==> config.mk <==
export PLATFORM = sky130hd
export DESIGN_NAME = uart_cmd_parser
export DESIGN_NICKNAME = d
export VERILOG_FILES = /design/src/rtl/uart_cmd_pkg.sv /design/src/rtl/hex_ascii_decode.sv /design/src/rtl/uart_cmd_parser.sv
export SDC_FILE = /design/constraint.sdc
export NUM_CORES = 1
export LEC_CHECK = 0
export ABC_AREA = 1
export BUFFER_PORTS_ARGS = -buffer_cell sky130_fd_sc_hd__buf_2
export CORE_UTILIZATION = 62
export CTS_CLUSTER_DIAMETER = 50
export DETAILED_ROUTE_END_ITERATION = 8
export PLACE_DENSITY_LB_ADDON = 0.15
export SLEW_MARGIN = 30
export SYNTH_ARGS = -nofsm -noshare
export SYNTH_HDL_FRONTEND = slang
export SYNTH_SLANG_ARGS = --single-unit
==> constraint.sdc <==
create_clock -name CLK_10MHZ -period 5.25 [get_ports CLK_10MHZ]
set_clock_uncertainty 0.05 [all_clocks]
set_input_delay 0.525 -clock CLK_10MHZ [delete_from_list [all_inputs] [get_ports CLK_10MHZ]]
set_output_delay 0.525 -clock CLK_10MHZ [all_outputs]
set_load 0.01 [all_outputs]
==> src/rtl/uart_cmd_pkg.sv <==
// Shared definitions for the UART register-command parser:
// FSM state encoding, ASCII character constants and error codes.
package uart_cmd_pkg;

  typedef enum logic [2:0] {
    ST_IDLE    = 3'd0,
    ST_ADDR_HI = 3'd1,
    ST_ADDR_LO = 3'd2,
    ST_EQ      = 3'd3,
    ST_DATA    = 3'd4,
    ST_END     = 3'd5,
    ST_SKIP    = 3'd6
  } state_t;

  localparam logic [7:0] CH_CR   = 8'h0D;
  localparam logic [7:0] CH_LF   = 8'h0A;
  localparam logic [7:0] CH_SP   = 8'h20;
  localparam logic [7:0] CH_EQ   = 8'h3D;
  localparam logic [7:0] CH_W_UC = 8'h57;
  localparam logic [7:0] CH_W_LC = 8'h77;
  localparam logic [7:0] CH_R_UC = 8'h52;
  localparam logic [7:0] CH_R_LC = 8'h72;

  localparam logic [1:0] ERR_NONE     = 2'b00;
  localparam logic [1:0] ERR_BAD_CHAR = 2'b01;
  localparam logic [1:0] ERR_TIMEOUT  = 2'b10;

endpackage

==> src/rtl/hex_ascii_decode.sv <==
// Combinational ASCII hex digit decoder.
// Ports:
//   char   in  8  ASCII byte
//   valid  out 1  byte is 0-9, A-F or a-f
//   nibble out 4  decoded value (0 when not valid)
module hex_ascii_decode (
  input  logic [7:0] char,
  output logic       valid,
  output logic [3:0] nibble
);

  always_comb begin
    valid  = 1'b0;
    nibble = 4'h0;
    if (char >= 8'h30 && char <= 8'h39) begin
      valid  = 1'b1;
      nibble = char[3:0];
    end else if ((char >= 8'h41 && char <= 8'h46) ||
                 (char >= 8'h61 && char <= 8'h66)) begin
      // 'A'/'a' have low nibble 1, so adding 9 yields 10..15.
      valid  = 1'b1;
      nibble = char[3:0] + 4'd9;
    end
  end

endmodule

==> src/rtl/uart_cmd_parser.sv <==
// ASCII register command parser for the host UART link.
// Accepts "Waa=dddd<CR>" and "Raa<CR>" and produces one-cycle strobes.
// Ports:
//   CLK_10MHZ in  system clock
//   rst_n     in  async active-low reset
//   rx_data   in  received byte, valid with rx_ready
//   rx_ready  in  one-cycle byte strobe
//   reg_wr / reg_rd     out  one-cycle completion strobes
//   reg_addr / reg_wdata out held decoded address / write data
//   cmd_err / err_code  out  one-cycle error strobe / held error code
//   busy      out  parser is mid-command
//   cmd_cnt   out  completed commands (wraps)
//   err_cnt   out  errors (saturates at 255)
//
// state   | meaning
// IDLE    | waiting for W/R, whitespace ignored
// ADDR_HI | expecting address high nibble
// ADDR_LO | expecting address low nibble
// EQ      | expecting '=' (writes only)
// DATA    | collecting 4 data nibbles, MSB first
// END     | expecting CR to complete
// SKIP    | discarding until CR/LF after an error
module uart_cmd_parser
  import uart_cmd_pkg::*;
#(
  parameter int unsigned TIMEOUT_CYC = 100000
) (
  input  logic        CLK_10MHZ,
  input  logic        rst_n,
  input  logic [7:0]  rx_data,
  input  logic        rx_ready,
  output logic        reg_wr,
  output logic        reg_rd,
  output logic [7:0]  reg_addr,
  output logic [15:0] reg_wdata,
  output logic        cmd_err,
  output logic [1:0]  err_code,
  output logic        busy,
  output logic [7:0]  cmd_cnt,
  output logic [7:0]  err_cnt
);

  localparam int unsigned TMO_W = (TIMEOUT_CYC > 1) ? $clog2(TIMEOUT_CYC) : 1;
  localparam logic [TMO_W-1:0] TMO_LOAD = TMO_W'(TIMEOUT_CYC - 1);

  state_t state_q, state_d;
  logic is_wr_q, is_wr_d;
  logic [7:0] addr_sh_q, addr_sh_d;
  logic [15:0] data_sh_q, data_sh_d;
  logic [1:0] nib_cnt_q, nib_cnt_d;
  logic [TMO_W-1:0] tmo_q, tmo_d;
  logic reg_wr_q, reg_wr_d, reg_rd_q, reg_rd_d, cmd_err_q, cmd_err_d;
  logic [7:0] reg_addr_q, reg_addr_d;
  logic [15:0] reg_wdata_q, reg_wdata_d;
  logic [1:0] err_code_q, err_code_d;
  logic [7:0] cmd_cnt_q, cmd_cnt_d, err_cnt_q, err_cnt_d;

  logic hex_valid;
  logic [3:0] hex_nib;
  logic bad_char, timeout;

  hex_ascii_decode u_hex (
    .char   (rx_data),
    .valid  (hex_valid),
    .nibble (hex_nib)
  );

  always_ff @(posedge CLK_10MHZ or negedge rst_n) begin
    if (!rst_n) begin
      state_q     <= ST_IDLE;
      is_wr_q     <= 1'b0;
      addr_sh_q   <= '0;
      data_sh_q   <= '0;
      nib_cnt_q   <= '0;
      tmo_q       <= TMO_LOAD;
      reg_wr_q    <= 1'b0;
      reg_rd_q    <= 1'b0;
      cmd_err_q   <= 1'b0;
      reg_addr_q  <= '0;
      reg_wdata_q <= '0;
      err_code_q  <= ERR_NONE;
      cmd_cnt_q   <= '0;
      err_cnt_q   <= '0;
    end else begin
      state_q     <= state_d;
      is_wr_q     <= is_wr_d;
      addr_sh_q   <= addr_sh_d;
      data_sh_q   <= data_sh_d;
      nib_cnt_q   <= nib_cnt_d;
      tmo_q       <= tmo_d;
      reg_wr_q    <= reg_wr_d;
      reg_rd_q    <= reg_rd_d;
      cmd_err_q   <= cmd_err_d;
      reg_addr_q  <= reg_addr_d;
      reg_wdata_q <= reg_wdata_d;
      err_code_q  <= err_code_d;
      cmd_cnt_q   <= cmd_cnt_d;
      err_cnt_q   <= err_cnt_d;
    end
  end

  always_comb begin
    state_d     = state_q;
    is_wr_d     = is_wr_q;
    addr_sh_d   = addr_sh_q;
    data_sh_d   = data_sh_q;
    nib_cnt_d   = nib_cnt_q;
    tmo_d       = tmo_q;
    reg_wr_d    = 1'b0;
    reg_rd_d    = 1'b0;
    cmd_err_d   = 1'b0;
    reg_addr_d  = reg_addr_q;
    reg_wdata_d = reg_wdata_q;
    err_code_d  = err_code_q;
    cmd_cnt_d   = cmd_cnt_q;
    err_cnt_d   = err_cnt_q;
    bad_char    = 1'b0;
    timeout     = 1'b0;

    if (rx_ready) begin
      // A byte always restarts the inter-byte timer, even at terminal count.
      tmo_d = TMO_LOAD;
      case (state_q)
        ST_IDLE: begin
          if (rx_data == CH_W_UC || rx_data == CH_W_LC) begin
            state_d = ST_ADDR_HI;
            is_wr_d = 1'b1;
          end else if (rx_data == CH_R_UC || rx_data == CH_R_LC) begin
            state_d = ST_ADDR_HI;
            is_wr_d = 1'b0;
          end else if (rx_data != CH_CR && rx_data != CH_LF && rx_data != CH_SP) begin
            bad_char = 1'b1;
          end
        end
        ST_ADDR_HI, ST_ADDR_LO: begin
          if (hex_valid) begin
            addr_sh_d = {addr_sh_q[3:0], hex_nib};
            if (state_q == ST_ADDR_HI) state_d = ST_ADDR_LO;
            else                       state_d = is_wr_q ? ST_EQ : ST_END;
          end else begin
            bad_char = 1'b1;
          end
        end
        ST_EQ: begin
          if (rx_data == CH_EQ) begin
            state_d   = ST_DATA;
            nib_cnt_d = 2'd0;
          end else begin
            bad_char = 1'b1;
          end
        end
        ST_DATA: begin
          if (hex_valid) begin
            data_sh_d = {data_sh_q[11:0], hex_nib};
            if (nib_cnt_q == 2'd3) state_d = ST_END;
            else                   nib_cnt_d = nib_cnt_q + 2'd1;
          end else begin
            bad_char = 1'b1;
          end
        end
        ST_END: begin
          if (rx_data == CH_CR) begin
            state_d    = ST_IDLE;
            reg_addr_d = addr_sh_q;
            cmd_cnt_d  = cmd_cnt_q + 8'd1;
            if (is_wr_q) begin
              reg_wr_d    = 1'b1;
              reg_wdata_d = data_sh_q;
            end else begin
              reg_rd_d = 1'b1;
            end
          end else begin
            bad_char = 1'b1;
          end
        end
        ST_SKIP: begin
          if (rx_data == CH_CR || rx_data == CH_LF) state_d = ST_IDLE;
        end
        default: state_d = ST_IDLE;
      endcase
    end else if (state_q != ST_IDLE) begin
      if (tmo_q == '0) begin
        // SKIP already reported its error, so it just falls back silently.
        timeout   = (state_q != ST_SKIP);
        state_d   = ST_IDLE;
        addr_sh_d = '0;
        data_sh_d = '0;
        nib_cnt_d = '0;
        tmo_d     = TMO_LOAD;
      end else begin
        tmo_d = tmo_q - 1'b1;
      end
    end else begin
      tmo_d = TMO_LOAD;
    end

    if (bad_char || timeout) begin
      cmd_err_d  = 1'b1;
      err_code_d = timeout ? ERR_TIMEOUT : ERR_BAD_CHAR;
      if (err_cnt_q != 8'hFF) err_cnt_d = err_cnt_q + 8'd1;
    end
    if (bad_char) state_d = ST_SKIP;
  end

  assign reg_wr    = reg_wr_q;
  assign reg_rd    = reg_rd_q;
  assign reg_addr  = reg_addr_q;
  assign reg_wdata = reg_wdata_q;
  assign cmd_err   = cmd_err_q;
  assign err_code  = err_code_q;
  assign busy      = (state_q != ST_IDLE);
  assign cmd_cnt   = cmd_cnt_q;
  assign err_cnt   = err_cnt_q;

endmodule

==> results of run 1 <==
-- cells in the mapped netlist --
master,number
nor4_2,1
nand4_1,6
buf_2,3
a31oi_1,2
dfstp_2,10
o31ai_1,1
o21bai_1,1
nand2_2,5
nor2_2,4
ha_1,9
or2_2,2
clkinv_1,2
o21ai_2,2
nor3b_2,1
nand2_1,145
nor2_4,2
nor3_1,6
mux2_2,1
o21ai_0,42
nand2_4,3
a21oi_1,8
nand3b_1,1
clkbuf_1,2
xor2_1,15
o41ai_1,1
nor2_1,49
inv_1,65
inv_2,4
buf_4,1
dfrtp_1,82
nand3_2,6
buf_6,3
xnor2_1,6
nand4_2,1
or3_1,1
nor3_4,1
o21ai_1,13
nand3_1,28
-- layer usage --
layer / share of wire / vias up
li1: - / 1813
met5: 0 / -
met1: 0.44 / 1737
met2: 0.51 / 71
met3: 0.034 / 9
met4: 0.0098 / 0
-- final timing paths --
| path | cells after the start | startpoint | slack, ns | end |
|---|---|---|---|---|
| worst max-delay path | 10 | tmo_q[0] | 3.12 | data_sh_q[3] |
| worst min-delay path | 1 | tmo_q[0] | 0.41 | tmo_q[0] |
| worst max register to register | 10 | tmo_q[0] | 3.12 | data_sh_q[3] |
| worst min register to register | 1 | tmo_q[0] | 0.41 | tmo_q[0] |
| max in group asynchronous | 3 | rst_n | 3.45 | tmo_q[6] |
| min in group asynchronous | 2 | rst_n | 0.54 | reg_wdata[10] |
-- final cells by class --
cell class / instances / area (sq um)
sequential: 92 / 2310
multi-input combinational: 363 / 1870
fill: 551 / 1810
timing repair buffer: 58 / 300
inverter: 71 / 267
clock buffer: 10 / 128
tap: 96 / 120
clock inverter: 6 / 101
-- metrics by stage --
stage / util / cells / setup WS [ns]
after floorplan: - / 535 / 3.38
after global routing: 0.738 / 696 / 2.92
after CTS: 0.738 / 696 / 3.12
after global placement: 0.703 / 679 / 2.94
after detailed placement: 0.703 / 679 / 2.88
final: 0.738 / 696 / 3.12
-- kinds of logic (layout without fill, tap and decap cells) --
logic type,Yosys count,in the layout,synth area share
fa+ha+maj,9,9,0.0250
xor+xnor,21,21,0.0408
flops,92,92,0.513
mux,1,1,0.00250
compound gates,70,70,0.0818
simple gates,262,262,0.264
buf+inv,80,145,0.0732
-- state kept, by name, summed over array words and instances, names as in the netlist --
| name | count |
|---|---|
| cmd_cnt | 8 |
| cmd_err | 1 |
| reg_wdata | 16 |
| is_wr_q | 1 |
| err_code | 2 |
| err_cnt | 8 |
| tmo_q | 17 |
| reg_wr | 1 |
| state_q | 3 |
| reg_addr | 8 |
| nib_cnt_q | 2 |
| addr_sh_q | 8 |
| data_sh_q | 16 |
| reg_rd | 1 |
-- worst max-delay path, delay by kind of cell, from the launching register on --
kind / cells / cell delay, ns
AND/OR/NAND/NOR: 4 / 0.71
buffers and inverters: 3 / 0.37
AO/OA/AOI/OAI: 2 / 0.34
flip-flops: 1 / 0.37
adder cells (fa/ha/maj): 1 / 0.22
-- power groups by stage --
stage	Sequential (W)	Clock [W]	Combinational [W]
after global routing	0.000817	0.000560	0.000490
after detailed placement	0.000821	0	0.000426
final	0.000809	0.000528	0.000429
after global placement	0.000819	0	0.000411
after floorplan	0.000823	0	0.000303
after CTS	0.000807	0.000534	0.000429
==> impl_metrics.py, run 1 <==
metrics = {
    "routing": {
        "antenna_left": 0,
        "vias_per_cell": 5.22,
        "avgRoutedWirePerCell_microns": 12.8,
        "wl_mm": 8.90,
        "remaining_drc_errors": 0,
        "first_pass_iters": 6,
        "vias": 3630,
        "drtIter0Drc": 117,
    },
    "finish": {
        "antenna_cells": 0,
        "drive_above_1_share": 0.192,
        "layout_commonest_cell": "nand2_1",
        "layout.nets": 615,
        "area_delta_synth_final_pct": 13.0,
        "postLayoutCellArea_sq_mm": 0.00510,
        "final_cell_mix": "nand2_1, dfrtp_1, inv_1, buf_2, nor2_1",
    },
    "grt": {
        "grt_remaining_overflow": 0,
        "use_met2": 0.454,
        "grt_pass1_vias": 3358,
        "grt-busiest-layer": "met2",
        "grt_pass1_wl_mm": 14.9,
        "grt_use_total": 0.252,
        "antenna_found_initial": 0,
        "grt_max_degree": 71,
        "use_met1": 0.314,
        "grtUsageMet3": 0.0370,
    },
    "timing": {
        "setup_viol": 0,
        "fin_hold_ws_ns": 0.407,
        "fin_crit_sh": 0.406,
        "period_needed_ns": 2.13,
        "tightest_slew_ns": 0.863,
        "max_freq_mhz": 469,
        "hold_violations": 0,
        "rsz0062_at_grt": "false",
        "setup_tns_ns": 0,
        "slew_violations": 0,
        "relSlewSlack": 0.425,
    },
    "pwr": {
        "power_switching_w": 0.000596,
        "p_leak_nw": 2.65,
        "clkPwrFrac": 0.299,
        "comb_power_share": 0.243,
        "p_sw_frac": 0.337,
        "finalPower_w": 0.00177,
        "ir_drop_v": 0.000259,
        "p_seq_frac": 0.458,
        "p_int_w": 0.00117,
        "power_density_mw_per_mm2": 346,
    },
    "setup_path": {
        "crit_path_end_kind": "flop",
        "start_kind": "flop",
        "worstPathArrival_ns": 2.36,
        "criticalPathCategory": "flop to flop",
        "required_ns": 5.48,
        "max_stage_delay_ns": 0.37,
        "critPathMaxFanout": 13,
        "slowest_stage": "dfstp_2",
        "worst_path_most_repeated_cell": "inv_1",
        "worstPathCellList": "inv_1 -> ha_1 -> inv_1 -> nor3_4 -> nand3b_1 -> o21ai_2 -> nand2_2 -> inv_2 -> nand2_1 -> o21ai_0",
    },
    "cts": {
        "cts.sinks": 92,
        "clock_latency_ns": 0.35,
        "clockBufferDepth": 2,
        "ctsResizeCount": 0,
        "htreeDepth": 3,
        "cts_buffers": 9,
        "cts_root_buffer": "clkbuf_8",
        "cts_tree": "yes",
        "clkTransAtPathRegs_ns": 0.09,
        "cts_setup_buffers": 0,
        "cts-hold-fix-buffers": 1,
    },
    "run_status": {
        "status": "finished clean",
    },
    "synth": {
        "yosysTopAreaCellShare": 0.455,
        "syn_area_sq_mm": 0.00451,
        "synthCells": 535,
        "synthDistinctLibCells": 38,
        "ys_warn_count": 0,
        "synth_nets": 555,
        "ys_seq_area_frac": 0.513,
        "avgSynthCellArea_sq_um": 8.43,
        "ys_ff_latch": 92,
        "synthTopCellsByArea": "dfrtp_1, nand2_1, dfstp_2",
        "synth_top_area_cell": "dfrtp_1",
    },
    "placement": {
        "post_dp_cell_area_sq_mm": 0.00486,
        "io_buffers": 56,
        "place_hpwl_mm": 6.48,
        "place_congestion": 0.928,
    },
    "floorplanning": {
        "die_x_microns": 87.3,
        "initial_core_util": 0.653,
        "rows": 30,
        "die_y_microns": 87.3,
        "pin_count": 57,
        "dieArea_sq_mm": 0.00762,
        "coreArea_sq_mm": 0.00691,
    },
    "worst_hold_path": {
        "min_path_type": "flop to flop",
    },
    "flow_run": {
        "drv_cap": 0,
    },
}
No activity file was read; power rests on OpenSTA's default activity.
==> run 2, diff against run 1 <==
--- a/config.mk
+++ b/config.mk
@@ -7,7 +7,7 @@
 export LEC_CHECK = 0
 export ABC_AREA = 1
 export BUFFER_PORTS_ARGS = -buffer_cell sky130_fd_sc_hd__buf_2
-export CORE_UTILIZATION = 62
+export CORE_UTILIZATION = 52
 export CTS_CLUSTER_DIAMETER = 50
 export DETAILED_ROUTE_END_ITERATION = 8
 export PLACE_DENSITY_LB_ADDON = 0.15
==> constraint.sdc (replaced) <==
create_clock -name CLK_10MHZ -period 1.75 [get_ports CLK_10MHZ]
set_clock_uncertainty 0.05 [all_clocks]
set_input_delay 0.175 -clock CLK_10MHZ [delete_from_list [all_inputs] [get_ports CLK_10MHZ]]
set_output_delay 0.175 -clock CLK_10MHZ [all_outputs]
set_load 0.01 [all_outputs]
==> impl_metrics.py, run 2 (synthesized netlist as in run 1, its figures left out) <==
metrics = {
    "timing": {
        "max_freq_mhz": 538,
        "relSlewSlack": 0.551,
        "rsz0062_at_grt": "true",
        "hold_violations": 0,
        "fin_crit_sh": 1.06,
        "slew_violations": 0,
        "tightest_slew_ns": 0.666,
        "period_needed_ns": 1.86,
        "timing.final.ws_setup_ns": -0.108,
        "setup_viol": 20,
    },
    "floorplanning": {
        "die_x_microns": 95.1,
        "pin_count": 57,
        "rows": 33,
        "dieArea_sq_mm": 0.00905,
        "coreArea_sq_mm": 0.00830,
        "die_y_microns": 95.1,
        "initial_core_util": 0.543,
    },
    "routing": {
        "drtIter0Drc": 182,
        "vias_per_cell": 5.00,
        "avgRoutedWirePerCell_microns": 12.5,
        "antenna_left": 0,
        "remaining_drc_errors": 0,
        "vias": 3824,
        "first_pass_iters": 4,
        "wl_mm": 9.54,
    },
    "cts": {
        "clock_latency_ns": 0.37,
        "cts_root_buffer": "clkbuf_8",
        "cts_buffers": 9,
        "cts.sinks": 92,
        "clockBufferDepth": 2,
        "cts_tree": "yes",
        "htreeDepth": 3,
        "clkTransAtPathRegs_ns": 0.10,
    },
    "grt": {
        "use_met1": 0.267,
        "grt_pass1_wl_mm": 15.3,
        "grt-busiest-layer": "met2",
        "grtUsageMet3": 0.0367,
        "use_met2": 0.380,
        "grt_use_total": 0.219,
        "antenna_found_initial": 0,
        "grt_pass1_vias": 3466,
        "grt_max_degree": 35,
        "grt_remaining_overflow": 0,
    },
    "setup_path": {
        "required_ns": 1.99,
        "start_kind": "flop",
        "crit_path_end_kind": "flop",
        "critPathMaxFanout": 8,
        "criticalPathCategory": "flop to flop",
        "worstPathArrival_ns": 2.10,
    },
    "finish": {
        "drive_above_1_share": 0.335,
        "antenna_cells": 0,
        "postLayoutCellArea_sq_mm": 0.00580,
        "layout_commonest_cell": "nand2_1",
        "final_util": 0.698,
        "top_register": "tmo_q",
        "largest_reg_flops": 17,
        "layoutNonFillerInstCount": 765,
        "area_delta_synth_final_pct": 28.5,
        "layout.nets": 675,
        "final_cell_mix": "nand2_1, dfrtp_1, inv_1, buf_4, buf_2",
    },
    "worst_hold_path": {
        "min_path_type": "primary input to flop",
    },
    "pwr": {
        "p_leak_nw": 3.00,
        "finalPower_w": 0.00564,
        "ir_drop_v": 0.000616,
        "power_density_mw_per_mm2": 973,
    },
    "placement": {
        "place_hpwl_mm": 6.68,
        "post_dp_cell_area_sq_mm": 0.00522,
        "place_congestion": 0.823,
        "dpl.cell_count": 729,
        "place_ws_ns": -0.177,
        "io_buffers": 56,
    },
    "run_status": {
        "status": "complete, but fails checks",
        "violations": "negative setup slack",
    },
    "flow_run": {
        "drv_cap": 0,
    },
}
==> run 2: cell types whose count changed in the layout (fill, tap and decap cells not counted), sizes merged <==
cell	delta
nand2	+2
clkbuf	-1
bufinv	-2
clkinv	-1
clkinvlp	+1
nor2	+1
inv	+3
buf	+57
==> run 2: metal layers <==
metal / vias to the layer above / share of wire
met5: - / 0
met4: 0 / 0.021
met3: 15 / 0.027
met2: 62 / 0.51
met1: 1808 / 0.44
li1: 1939 / -
==> run 2: where the power goes <==
group / leakage [nW] / switching (W) / internal, W
registers: 1.23 / 0.000166 / 0.00228
logic: 1.68 / 0.00109 / 0.000703
clock network: 0.0964 / 0.000849 / 0.000553
==> run 2: timing repair <==
action	CTS	global route
hold buffers	1	0
pin swaps	11	23
endpoints found under the setup margin	33	65
resized for setup	24	60
gates cloned	2	1
setup buffers	6	10
hold endpoints to repair	31	0
==> run 2: area by class of cell <==
type                    count  area (sq um)
clock buffers               9           124
inverters                  71           280
multi-input cells         366          2100
repair buffers            115           769
well taps                 105           131
clock inverters             7          68.8
fillers                   637          2500
flip-flops and latches     92          2320
==> run 2: through the flow <==
step	TNS [ns]	hold slack, ns
4_1_cts	-0.416	0.0671
3_3_place_gp	-1.01	0.0996
3_5_place_dp	-2.88	0.104
5_1_grt	-3.25	0.0840
2_1_floorplan	0	-0.171
6_report	-1.17	0.0750
==> run 2: critical path, stage by stage (launching register included) <==
cell      delay, ns
dfrtp_1        0.40
inv_1          0.09
nand2_2        0.07
nor2_1         0.14
nand2_2        0.07
nand3b_1       0.26
o21ai_4        0.32
nand2_4        0.15
inv_8          0.11
nand2_1        0.05
o21ai_0        0.07
==> run 2: final timing paths <==
| check | slack, ns | cells after the start | endpoint | start |
|---|---|---|---|---|
| worst max-delay path | -0.11 | 10 | data_sh_q[1] | tmo_q[8] |
| worst min register to register | 0.42 | 1 | cmd_cnt[7] | cmd_cnt[7] |
| min in group asynchronous | 0.24 | 2 | reg_addr[6] | rst_n |
| worst min-delay path | 0.08 | 3 | is_wr_q | rx_data[6] |
| worst max register to register | -0.11 | 10 | data_sh_q[1] | tmo_q[8] |
| max in group asynchronous | 0.83 | 3 | tmo_q[15] | rst_n |
==> run 3, diff against run 2 <==
--- a/config.mk
+++ b/config.mk
@@ -10,7 +10,7 @@
 export CORE_UTILIZATION = 52
 export CTS_CLUSTER_DIAMETER = 50
 export DETAILED_ROUTE_END_ITERATION = 8
-export PLACE_DENSITY_LB_ADDON = 0.15
+export PLACE_DENSITY = 0.76
 export SLEW_MARGIN = 30
 export SYNTH_ARGS = -nofsm -noshare
 export SYNTH_HDL_FRONTEND = slang
==> impl_metrics.py, run 3 (synthesized netlist as in run 1, its figures left out) <==
metrics = {
    "floorplanning": {
        "dieArea_sq_mm": 0.00905,
        "rows": 33,
        "die_y_microns": 95.1,
        "coreArea_sq_mm": 0.00830,
        "initial_core_util": 0.543,
        "pin_count": 57,
        "die_x_microns": 95.1,
    },
    "setup_path": {
        "worst_path_most_repeated_cell": "nand2_4",
        "slowest_stage": "dfrtp_1",
        "critPathTopFamily": "simple AND/OR/NAND/NOR gates",
        "critPathMaxFanout": 8,
        "worstPathArrival_ns": 2.10,
        "worstPathCellList": "nor2_4 -> nand2_4 -> nor3_4 -> nand3b_1 -> o21ai_4 -> nand2_4 -> inv_6 -> nand2_1 -> o21ai_1",
        "max_stage_delay_ns": 0.42,
        "crit_path_end_kind": "flop",
        "required_ns": 1.97,
        "worst-path-buf-inv": 1,
        "criticalPathCategory": "flop to flop",
        "start_kind": "flop",
    },
    "placement": {
        "place_congestion": 0.889,
        "place_hpwl_mm": 7.00,
        "io_buffers": 56,
        "place_ws_ns": -0.186,
    },
    "cts": {
        "cts_buffers": 9,
        "cts.sinks": 92,
        "cts_tree": "yes",
        "clkTransAtPathRegs_ns": 0.09,
        "htreeDepth": 3,
        "cts_root_buffer": "clkbuf_8",
        "clock_latency_ns": 0.36,
        "clockBufferDepth": 2,
    },
    "routing": {
        "drtIter0Drc": 182,
        "avgRoutedWirePerCell_microns": 13.7,
        "antenna_left": 0,
        "remaining_drc_errors": 0,
        "wl_mm": 10.4,
        "first_pass_iters": 5,
        "vias": 4013,
        "vias_per_cell": 5.27,
    },
    "finish": {
        "final_util": 0.688,
        "largest_reg_flops": 17,
        "nFillCells": 649,
        "drive_above_1_share": 0.309,
        "layout.nets": 671,
        "top_register": "tmo_q",
        "area_delta_synth_final_pct": 26.5,
        "antenna_cells": 0,
        "layout_commonest_cell": "nand2_1",
        "final_cell_mix": "nand2_1, dfrtp_1, inv_1, buf_2, buf_4",
    },
    "worst_hold_path": {
        "min_path_type": "primary input to flop",
    },
    "grt": {
        "grt_use_total": 0.236,
        "grt_pass1_wl_mm": 16.6,
        "grt_remaining_overflow": 0,
        "antenna_found_initial": 0,
        "grt_pass1_vias": 3780,
        "grt_max_degree": 48,
    },
    "run_status": {
        "status": "complete, but fails checks",
        "violations": "negative setup slack",
    },
    "timing": {
        "timing.final.ws_setup_ns": -0.129,
        "fin_crit_sh": 1.07,
        "slew_violations": 0,
        "hold_violations": 0,
        "tightest_slew_ns": 0.470,
        "max_freq_mhz": 532,
        "rsz0062_at_grt": "true",
        "period_needed_ns": 1.88,
        "relSlewSlack": 0.684,
        "setup_viol": 37,
    },
    "pwr": {
        "p_leak_nw": 2.97,
        "ir_drop_v": 0.000574,
        "power_density_mw_per_mm2": 1040,
    },
    "flow_run": {
        "drv_cap": 0,
    },
}
[run 3: changes by cell type in the layout (fill, tap and decap cells not counted), sizes merged]
cell | previous run | this run
buf | 114 | 111
bufinv | 0 | 1
clkbuf | 9 | 10
clkinv | 4 | 3
clkinvlp | 2 | 1
nand2 | 155 | 154
[run 3: power breakdown]
group	total (W)	internal, W	switching [W]
sequential	0.00244	0.00228	0.000153
clock	0.00154	0.000727	0.000813
combinational	0.00196	0.000805	0.00116
total	0.00594	0.00382	0.00212
[run 3: final timing paths]
kind / from / endpoint / slack [ns] / depth (start not counted)
min: rx_data[4] / is_wr_q / 0.11 / 3
max: tmo_q[5] / data_sh_q[3] / -0.13 / 9
max reg2reg: tmo_q[5] / data_sh_q[3] / -0.13 / 9
min in group asynchronous: rst_n / reg_wdata[4] / 0.20 / 2
min reg2reg: tmo_q[0] / tmo_q[0] / 0.42 / 1
max in group asynchronous: rst_n / tmo_q[15] / 0.78 / 3
[run 3: layout make-up]
type                            instances  area (sq um)  area share
Clock buffer                           10           138      0.0241
Multi-Input combinational cell        365          2020       0.353
Timing Repair Buffer                  112           746       0.131
Sequential cell                        92          2320       0.406
Inverter                               71           279      0.0489
Clock inverter                          6          80.1      0.0140
Tap cell                              105           131      0.0230
[run 3: through the flow]
step	setup TNS, ns	total power [W]	std cells	hold slack (ns)	instance area (sq um)
2_1_floorplan	0	0.00338	535	-0.171	4510
3_3_place_gp	-0.192	0.00384	723	0.0516	5150
3_5_place_dp	-3.43	0.00389	723	0.0565	5150
4_1_cts	-0.0227	0.00566	750	0.0993	5510
5_1_grt	-5.78	0.00625	761	0.139	5710
6_report	-1.56	0.00594	761	0.110	5710
[run 3: what timing repair did]
action	in CTS	in global routing
setup endpoints to repair	43	64
endpoints found under the hold margin	24	0
gates resized for setup	22	40
hold buffers	1	0
setup buffers	9	10
cloned	1	1
pin swaps	11	14
[run 3: per-layer routing]
layer | up-vias | track usage | share of wire
met4 | 0 | 0.0871 | 0.018
li1 | 1929 | - | -
met5 | - | 0 | 0
met3 | 20 | 0.0407 | 0.046
met2 | 116 | 0.411 | 0.52
met1 | 1948 | 0.291 | 0.42
[run 3: worst register-to-register path: cells and delay by family, from the launching register on]
kind | cells | cell delay [ns]
and+or+nand+nor | 6 | 0.80
DFF | 1 | 0.42
AOI/OAI and AO/OA | 2 | 0.41
buffers and inverters | 1 | 0.11
